## config.mk

```make
export PLATFORM = sky130hd
export DESIGN_NAME = wave_gen
export DESIGN_NICKNAME = d
export VERILOG_FILES = /design/src/rtl/wave_gen_pkg.sv /design/src/rtl/wave_cfg_check.sv /design/src/rtl/wave_gen.sv
export SDC_FILE = /design/constraint.sdc
export NUM_CORES = 1
export LEC_CHECK = 0
export ABC_AREA = 1
export ABC_CLOCK_PERIOD_IN_PS = 3100
export CAP_MARGIN = 20
export CORE_ASPECT_RATIO = 0.9
export CORE_MARGIN = 5
export CORE_UTILIZATION = 35
export CTS_CLUSTER_DIAMETER = 40
export DETAILED_ROUTE_END_ITERATION = 10
export GPL_TIMING_DRIVEN = 0
export PLACE_DENSITY_LB_ADDON = 0.05
export SLEW_MARGIN = 20
export SYNTH_ARGS = -nofsm -noshare
export SYNTH_HDL_FRONTEND = slang
export SYNTH_SLANG_ARGS = --single-unit
```

## constraint.sdc

```tcl
create_clock -name clk -period 3.1 [get_ports clk]
set_clock_uncertainty 0.15 [all_clocks]
set_input_delay 0.31 -clock clk [delete_from_list [all_inputs] [get_ports clk]]
set_output_delay 0.31 -clock clk [all_outputs]
set_load 0.005 [all_outputs]
```

## src/rtl/wave_gen_pkg.sv

```systemverilog
// wave_gen_pkg: shared types and reset defaults for the wave_gen block.
// Holds the FSM state enum, the waveform config struct {period, rise, fall}
// and the constants loaded into the active config at reset.
// The struct field width is WG_CNT_W; wave_gen's CNT_W must match it.
package wave_gen_pkg;

  localparam int WG_CNT_W      = 8;
  localparam int WG_DEF_PERIOD = 10;
  localparam int WG_DEF_RISE   = 0;
  localparam int WG_DEF_FALL   = 5;

  typedef enum logic [1:0] {
    IDLE  = 2'd0,
    RUN   = 2'd1,
    DRAIN = 2'd2
  } wave_state_e;

  typedef struct packed {
    logic [WG_CNT_W-1:0] period;
    logic [WG_CNT_W-1:0] rise;
    logic [WG_CNT_W-1:0] fall;
  } wave_cfg_t;

endpackage

```

## src/rtl/wave_cfg_check.sv

```systemverilog
// wave_cfg_check: combinational sanity check of a waveform configuration.
// Ports:
//   cfg - candidate {period, rise, fall}
//   ok  - 1 when period >= 2, rise < fall and fall <= period (all unsigned)
module wave_cfg_check
  import wave_gen_pkg::*;
(
  input  wave_cfg_t cfg,
  output logic      ok
);

  // A waveform needs at least two phases and a non-empty high window that
  // fits inside the period.
  assign ok = (cfg.period >= WG_CNT_W'(2)) &&
              (cfg.rise < cfg.fall) &&
              (cfg.fall <= cfg.period);

endmodule

```

## src/rtl/wave_gen.sv

```systemverilog
// wave_gen: programmable periodic waveform generator driven from clk.
// A phase counter runs 0..period-1; wave_out is high while rise <= ph < fall.
// New configurations are accepted in IDLE or on the last phase of a period,
// so a change always lands cleanly on a period boundary.
// Ports:
//   clk, rst            - clock, synchronous active-high reset
//   run                 - level request for waveform generation
//   cfg_valid/cfg_ready - config offer handshake
//   cfg_period/rise/fall- offered config
//   wave_out            - registered waveform
//   rise_stb, fall_stb  - one-cycle edge pulses of wave_out
//   period_stb          - pulse on phase 0 while running
//   cfg_err             - sticky flag for a rejected config
//   cyc_cnt             - completed-period counter (only with WAVE_GEN_CYC_CNT_EN)
// Optional feature macro: WAVE_GEN_CYC_CNT_EN
module wave_gen
  import wave_gen_pkg::*;
#(
  parameter int CNT_W      = WG_CNT_W,
  parameter int DEF_PERIOD = WG_DEF_PERIOD,
  parameter int DEF_RISE   = WG_DEF_RISE,
  parameter int DEF_FALL   = WG_DEF_FALL
) (
  input  logic             clk,
  input  logic             rst,
  input  logic             run,
  input  logic             cfg_valid,
  output logic             cfg_ready,
  input  logic [CNT_W-1:0] cfg_period,
  input  logic [CNT_W-1:0] cfg_rise,
  input  logic [CNT_W-1:0] cfg_fall,
  output logic             wave_out,
  output logic             rise_stb,
  output logic             fall_stb,
  output logic             period_stb,
`ifdef WAVE_GEN_CYC_CNT_EN
  output logic [15:0]      cyc_cnt,
`endif
  output logic             cfg_err
);

  wave_state_e      state_q, state_d;
  logic [CNT_W-1:0] ph_q, ph_d;
  wave_cfg_t        activeCfg_q, offeredCfg, effCfg;
  logic             wave_q, wave_d;
  logic             prevWave_q;
  logic             cfgErr_q, cfgErr_d;
  logic             offerOk, cfgTake, atLast;

  assign offeredCfg = '{period: cfg_period, rise: cfg_rise, fall: cfg_fall};

  wave_cfg_check uCfgCheck (
    .cfg (offeredCfg),
    .ok  (offerOk)
  );

  // Last phase of the current period, judged against the active (old) period.
  assign atLast    = (ph_q == activeCfg_q.period - CNT_W'(1));
  assign cfg_ready = (state_q == IDLE) || atLast;
  assign cfgTake   = cfg_valid && cfg_ready;

  // The config in force for the next phase: a freshly accepted valid offer
  // applies immediately, which is what lets a config offered together with
  // a run start shape the very first period.
  assign effCfg   = (cfgTake && offerOk) ? offeredCfg : activeCfg_q;
  assign cfgErr_d = cfgTake ? ~offerOk : cfgErr_q;

  // Next-state, next-phase and next-waveform logic. The waveform is derived
  // from ph_d so that wave_out and ph change on the same edge.
  always_comb begin
    state_d = state_q;
    ph_d    = '0;
    wave_d  = 1'b0;
    unique case (state_q)
      IDLE:    if (run) state_d = RUN;
      RUN:     if (!run) state_d = atLast ? IDLE : DRAIN;
      DRAIN: begin
        if (run)         state_d = RUN;
        else if (atLast) state_d = IDLE;
      end
      default: state_d = IDLE;
    endcase
    if (state_q != IDLE && state_d != IDLE) begin
      ph_d = atLast ? '0 : ph_q + CNT_W'(1);
    end
    if (state_d != IDLE) begin
      wave_d = (effCfg.rise <= ph_d) && (ph_d < effCfg.fall);
    end
  end

  // Main state registers; reset restores the default waveform.
  always_ff @(posedge clk) begin
    if (rst) begin
      state_q     <= IDLE;
      ph_q        <= '0;
      activeCfg_q <= '{period: CNT_W'(DEF_PERIOD),
                       rise:   CNT_W'(DEF_RISE),
                       fall:   CNT_W'(DEF_FALL)};
      wave_q      <= 1'b0;
      prevWave_q  <= 1'b0;
      cfgErr_q    <= 1'b0;
    end else begin
      state_q     <= state_d;
      ph_q        <= ph_d;
      activeCfg_q <= effCfg;
      wave_q      <= wave_d;
      prevWave_q  <= wave_q;
      cfgErr_q    <= cfgErr_d;
    end
  end

  assign wave_out   = wave_q;
  assign rise_stb   = wave_q & ~prevWave_q;
  assign fall_stb   = ~wave_q & prevWave_q;
  assign period_stb = (state_q == RUN) && (ph_q == '0);
  assign cfg_err    = cfgErr_q;

`ifdef WAVE_GEN_CYC_CNT_EN
  logic [15:0] cycCnt_q;
  logic        seenStart_q;

  // The first period_stb of a run only marks the start; every later one
  // closes a full period. DRAIN->RUN stays within the same run, so only
  // IDLE forgets that the start was seen.
  always_ff @(posedge clk) begin
    if (rst) begin
      cycCnt_q    <= '0;
      seenStart_q <= 1'b0;
    end else if (period_stb) begin
      if (seenStart_q) cycCnt_q <= cycCnt_q + 16'd1;
      seenStart_q <= 1'b1;
    end else if (state_q == IDLE) begin
      seenStart_q <= 1'b0;
    end
  end

  assign cyc_cnt = cycCnt_q;
`else
  // Without the counter there is no run-start bookkeeping to keep.
`endif

endmodule

```

==> results of run 1 <==
-- what timing repair did --
item	4_1_cts	5_1_grt
endpoints found under the setup margin	1	1
pin swaps	27	13
hold buffers	0	0
buffers inserted	13	3
hold endpoints to repair	0	0
gates resized for setup	55	23
-- path summary, 6_finish.rpt --
| path | to | slack (ns) |
|---|---|---|
| setup reg to reg | wave_out | 0.13 |
| hold reg to reg | prevWave_q | 0.31 |
| setup / recovery | wave_out | 0.10 |
| hold / removal | activeCfg_q[10] | 0.23 |
-- worst min-delay path: cells and delay by family --
kind	cells	cell delay, ns
compound gates	1	0.07
buf+inv	2	0.25
-- cells by family (layout without fill, tap and decap cells) --
logic type	Yosys count	count (layout)	share of synthesized area, %
buffers and inverters	84	140	12.7
DFF	37	37	27.7
AOI/OAI and AO/OA	59	59	13.6
adders and majority gates	33	33	15.4
and+or+nand+nor	160	160	26.4
xor gates and xnor gates	13	13	4.25
-- Yosys cell counts, drive strengths merged --
| cell type | instances | area, µm² |
|---|---|---|
| nand2 | 77 | 307 |
| inv | 73 | 277 |
| nor2 | 50 | 208 |
| dfxtp | 37 | 741 |
| ha | 33 | 413 |
| a21oi | 26 | 130 |
| nand3 | 18 | 103 |
| o21ai | 18 | 93.8 |
| or2 | 8 | 50.0 |
| xor2 | 8 | 70.1 |
| a211oi | 7 | 72.6 |
| buf | 7 | 46.3 |
| xnor2 | 5 | 43.8 |
| clkbuf | 4 | 17.5 |
| nand4 | 3 | 18.8 |
| nor3 | 3 | 15.0 |
| o211ai | 3 | 22.5 |
| a211o | 1 | 8.76 |
| a21boi | 1 | 11.3 |
| a21o | 1 | 7.51 |
| nor4 | 1 | 6.26 |
| o21a | 1 | 7.51 |
| o41ai | 1 | 8.76 |
-- final cells by class --
cell class | count | area, µm² | share of cell area (%)
plain buffers | 11 | 78.8 | 2.22
clock buffers | 5 | 68.8 | 1.94
clock inverters | 3 | 65.1 | 1.84
inverters | 73 | 279 | 7.87
multi-input cells | 265 | 1750 | 49.4
flip-flops and latches | 37 | 748 | 21.1
well taps | 96 | 120 | 3.39
repair buffers | 48 | 434 | 12.2
-- routing by layer --
metal	up-vias	GRT usage, %	share of wire [%]
met2	18	26.2	48
met4	0	3.93	1.0
li1	1336	-	-
met5	-	0	0
met3	7	2.54	2.2
met1	1132	21.0	49
-- power breakdown --
| part | total (mW) | internal (mW) | switching (mW) |
|---|---|---|---|
| clock | 0.499 | 0.320 | 0.180 |
| sequential | 0.529 | 0.509 | 0.0201 |
| combinational | 0.438 | 0.204 | 0.234 |
-- per-stage QoR --
stage	TNS [ns]	area, µm²
detailed placement	-0.902	3120
global placement	-0.922	3120
CTS	0	3450
finish	0	3540
floorplan	0	2680
global route	-0.0783	3540
-- state kept, by name, indices dropped and copies added, names as in the netlist --
signal and flops:
wave_out 1, cfg_err 1, activeCfg_q 24, prevWave_q 1, state_q 2, ph_q 8
==> summary by stage, run 1 <==
Run status
The flow ran to the end, and the final reports show no timing, DRC or antenna violations.

GRT
The number of global-route vias before repair was 2397. The first global-routing pass estimated 11.5 mm of wire. Entering global routing, the biggest net connects 13 pins.

Global routing consumed, over all layers together, 15.7% of the routing resources. The number of antenna violations at the first check in global routing is 0. The global route total overflow is 0.

Pwr
Power comes to 1.47 mW. The leakage dissipation is 1.80 nW. The power density normalized to cell area is 413 mW/mm². Across the VDD grid, the largest voltage drop is 0.222 mV.

Setup path
The worst setup path is launched from an input pin. The sum of buffers and inverters on the critical path is 5. The category of the most critical setup path is in -> reg. In this design, the critical path's most frequently occurring cell is sky130_fd_sc_hd__a21oi_2. For the worst setup path, the data arrival time is 3.07 ns.

The signal on the critical path passes through dlygate4sd2_1 -> inv_2 -> ha_1 -> nand2_1 -> nor2_2 -> nand3_1 -> nor2_2 -> a21oi_2 -> nor2_4 -> nand3_4 -> inv_4 -> buf_8 -> or2_1 -> inv_2 -> a21oi_2 -> ha_1 -> a21oi_2 -> o21ai_1 -> a21oi_1 -> o211ai_1 -> o41ai_2 -> nand3_1 -> a21oi_1. The startpoint identified for the worst register-to-register timing path is activeCfg_q[16]. Along the worst path, the maximum fanout reaches 6.

The cell count of the worst reg-to-reg path is 25. The critical path depth is 23. Grouping stages by cell kind, the critical path spends the most delay in simple AND/OR/NAND/NOR gates.

The worst setup path is captured at a register. The data required time of the worst path is 3.18 ns. In this design, the stage delay of the slowest critical-path cell is 0.29 ns. The standard cell with the maximum stage delay on the critical path is sky130_fd_sc_hd__ha_1. The critical path starts at cfg_period[7].

Synth
The per-instance average area after synthesis is 6.94 µm². The cell count after synthesis came out at 386. The post-synthesis cell type count is 38. The number of synthesized register bits is 37.

The count of yosys warnings during synthesis is 0. The mapped netlist covers 0.00268 mm². The share of the Yosys chip area taken by registers is 27.7%. The synthesized net count is 447.

Layout
The library cell used most frequently in the layout, excluding fill and tap cells, is sky130_fd_sc_hd__nand2_1. In the layout the commonest cells are sky130_fd_sc_hd__nand2_1, sky130_fd_sc_hd__inv_1, sky130_fd_sc_hd__nor2_1. The number of diodes is 0.

The net total in the final layout is 502. The utilization of the core after routing is 47.2%. The total of fill cells in the finished design is 793.

The finished layout holds 538 standard cells, fillers aside. In the final layout, the share of cells above drive strength 1 is 21.7%. The area added between synthesis and finish is 32.4%.

STA
For the finished layout, the period the worst path requires is 3.00 ns. The final hold violation count was 0. The number of max-slew violations in the final report came to 0. The relative slew slack is 63.0%. Setup repair after global routing could not meet its margin everywhere. The setup slack after layout is 0.104 ns. The worst hold margin is 0.231 ns. Derived from the worst setup path, the maximum achievable clock frequency is 334 MHz.

The share of the cycle needed by the critical path after routing is 96.7%. At the pin with the least slew margin, the transition time is 0.555 ns. Setup violations remaining at the end of the flow were counted as 0.

Floorplan
The die is 102 µm wide. The core area is 0.00751 mm². For this design the top-level I/O count stands at 34. The area of the die is 0.00950 mm². For this configuration, the core starts out at a cell density of 35.7%. The initialized floorplan defines 30 standard-cell rows. Measured along the y axis, the die boundary spans 93.0 µm.

Place
The final weighted congestion in routability-driven placement is 0.823. The estimated wirelength of the detail-placed design is 5.71 mm. The minimum setup slack after placement is -0.902 ns.

The total placed cells including tap cells is 514. The number of port buffers is 32.

CTS
Clock tree synthesis selected as its root buffer the cell sky130_fd_sc_hd__clkbuf_8. After clock tree synthesis, the clock-pin slew on the worst setup and hold paths is 0.08 ns. TritonCTS built the clock tree. The H-tree was split into 2 levels.

Clock tree synthesis found a total of 37 sinks. Buffers inserted during clock tree synthesis total 5. Clock latency on the worst-skew pair, taken at its later pin, is 0.29 ns.

In this run the deepest clock path goes through 2 buffers.

Hold path
In this run the most critical hold path is launched from cfg_rise[2]. The type of the most critical hold path is in -> reg. The worst hold path passes through 3 cells.

Routing
After detailed routing, the total wire length is 6.93 mm. The wire length per cell is 12.9 µm. The detailed router placed 2493 vias in this run.

The remaining number of nets flagged by the antenna check after routing is 0. The first routing iteration left 41 violations. The ratio of routed vias to standard cells is 4.63. For this run, design rule violations remaining after detail routing come to 0. The first detailed-routing pass took 4 iterations.

Job
The max capacitance violation total is 0.
No activity file was read; power rests on OpenSTA's default activity.
==> inputs of run 2 (changes only) <==
==> constraint.sdc (replaced) <==
create_clock -name clk -period 3.1 [get_ports clk]
set_clock_uncertainty 0.15 [all_clocks]
set_input_delay 0.31 -clock clk [delete_from_list [all_inputs] [get_ports clk]]
set_output_delay 0.31 -clock clk [all_outputs]
set_load 0.02 [all_outputs]
==> results of run 2 <==
The final DEF is identical to that of run 1. Status: finished clean.
Among the figures that moved: total power 1.47 mW -> 1.48 mW
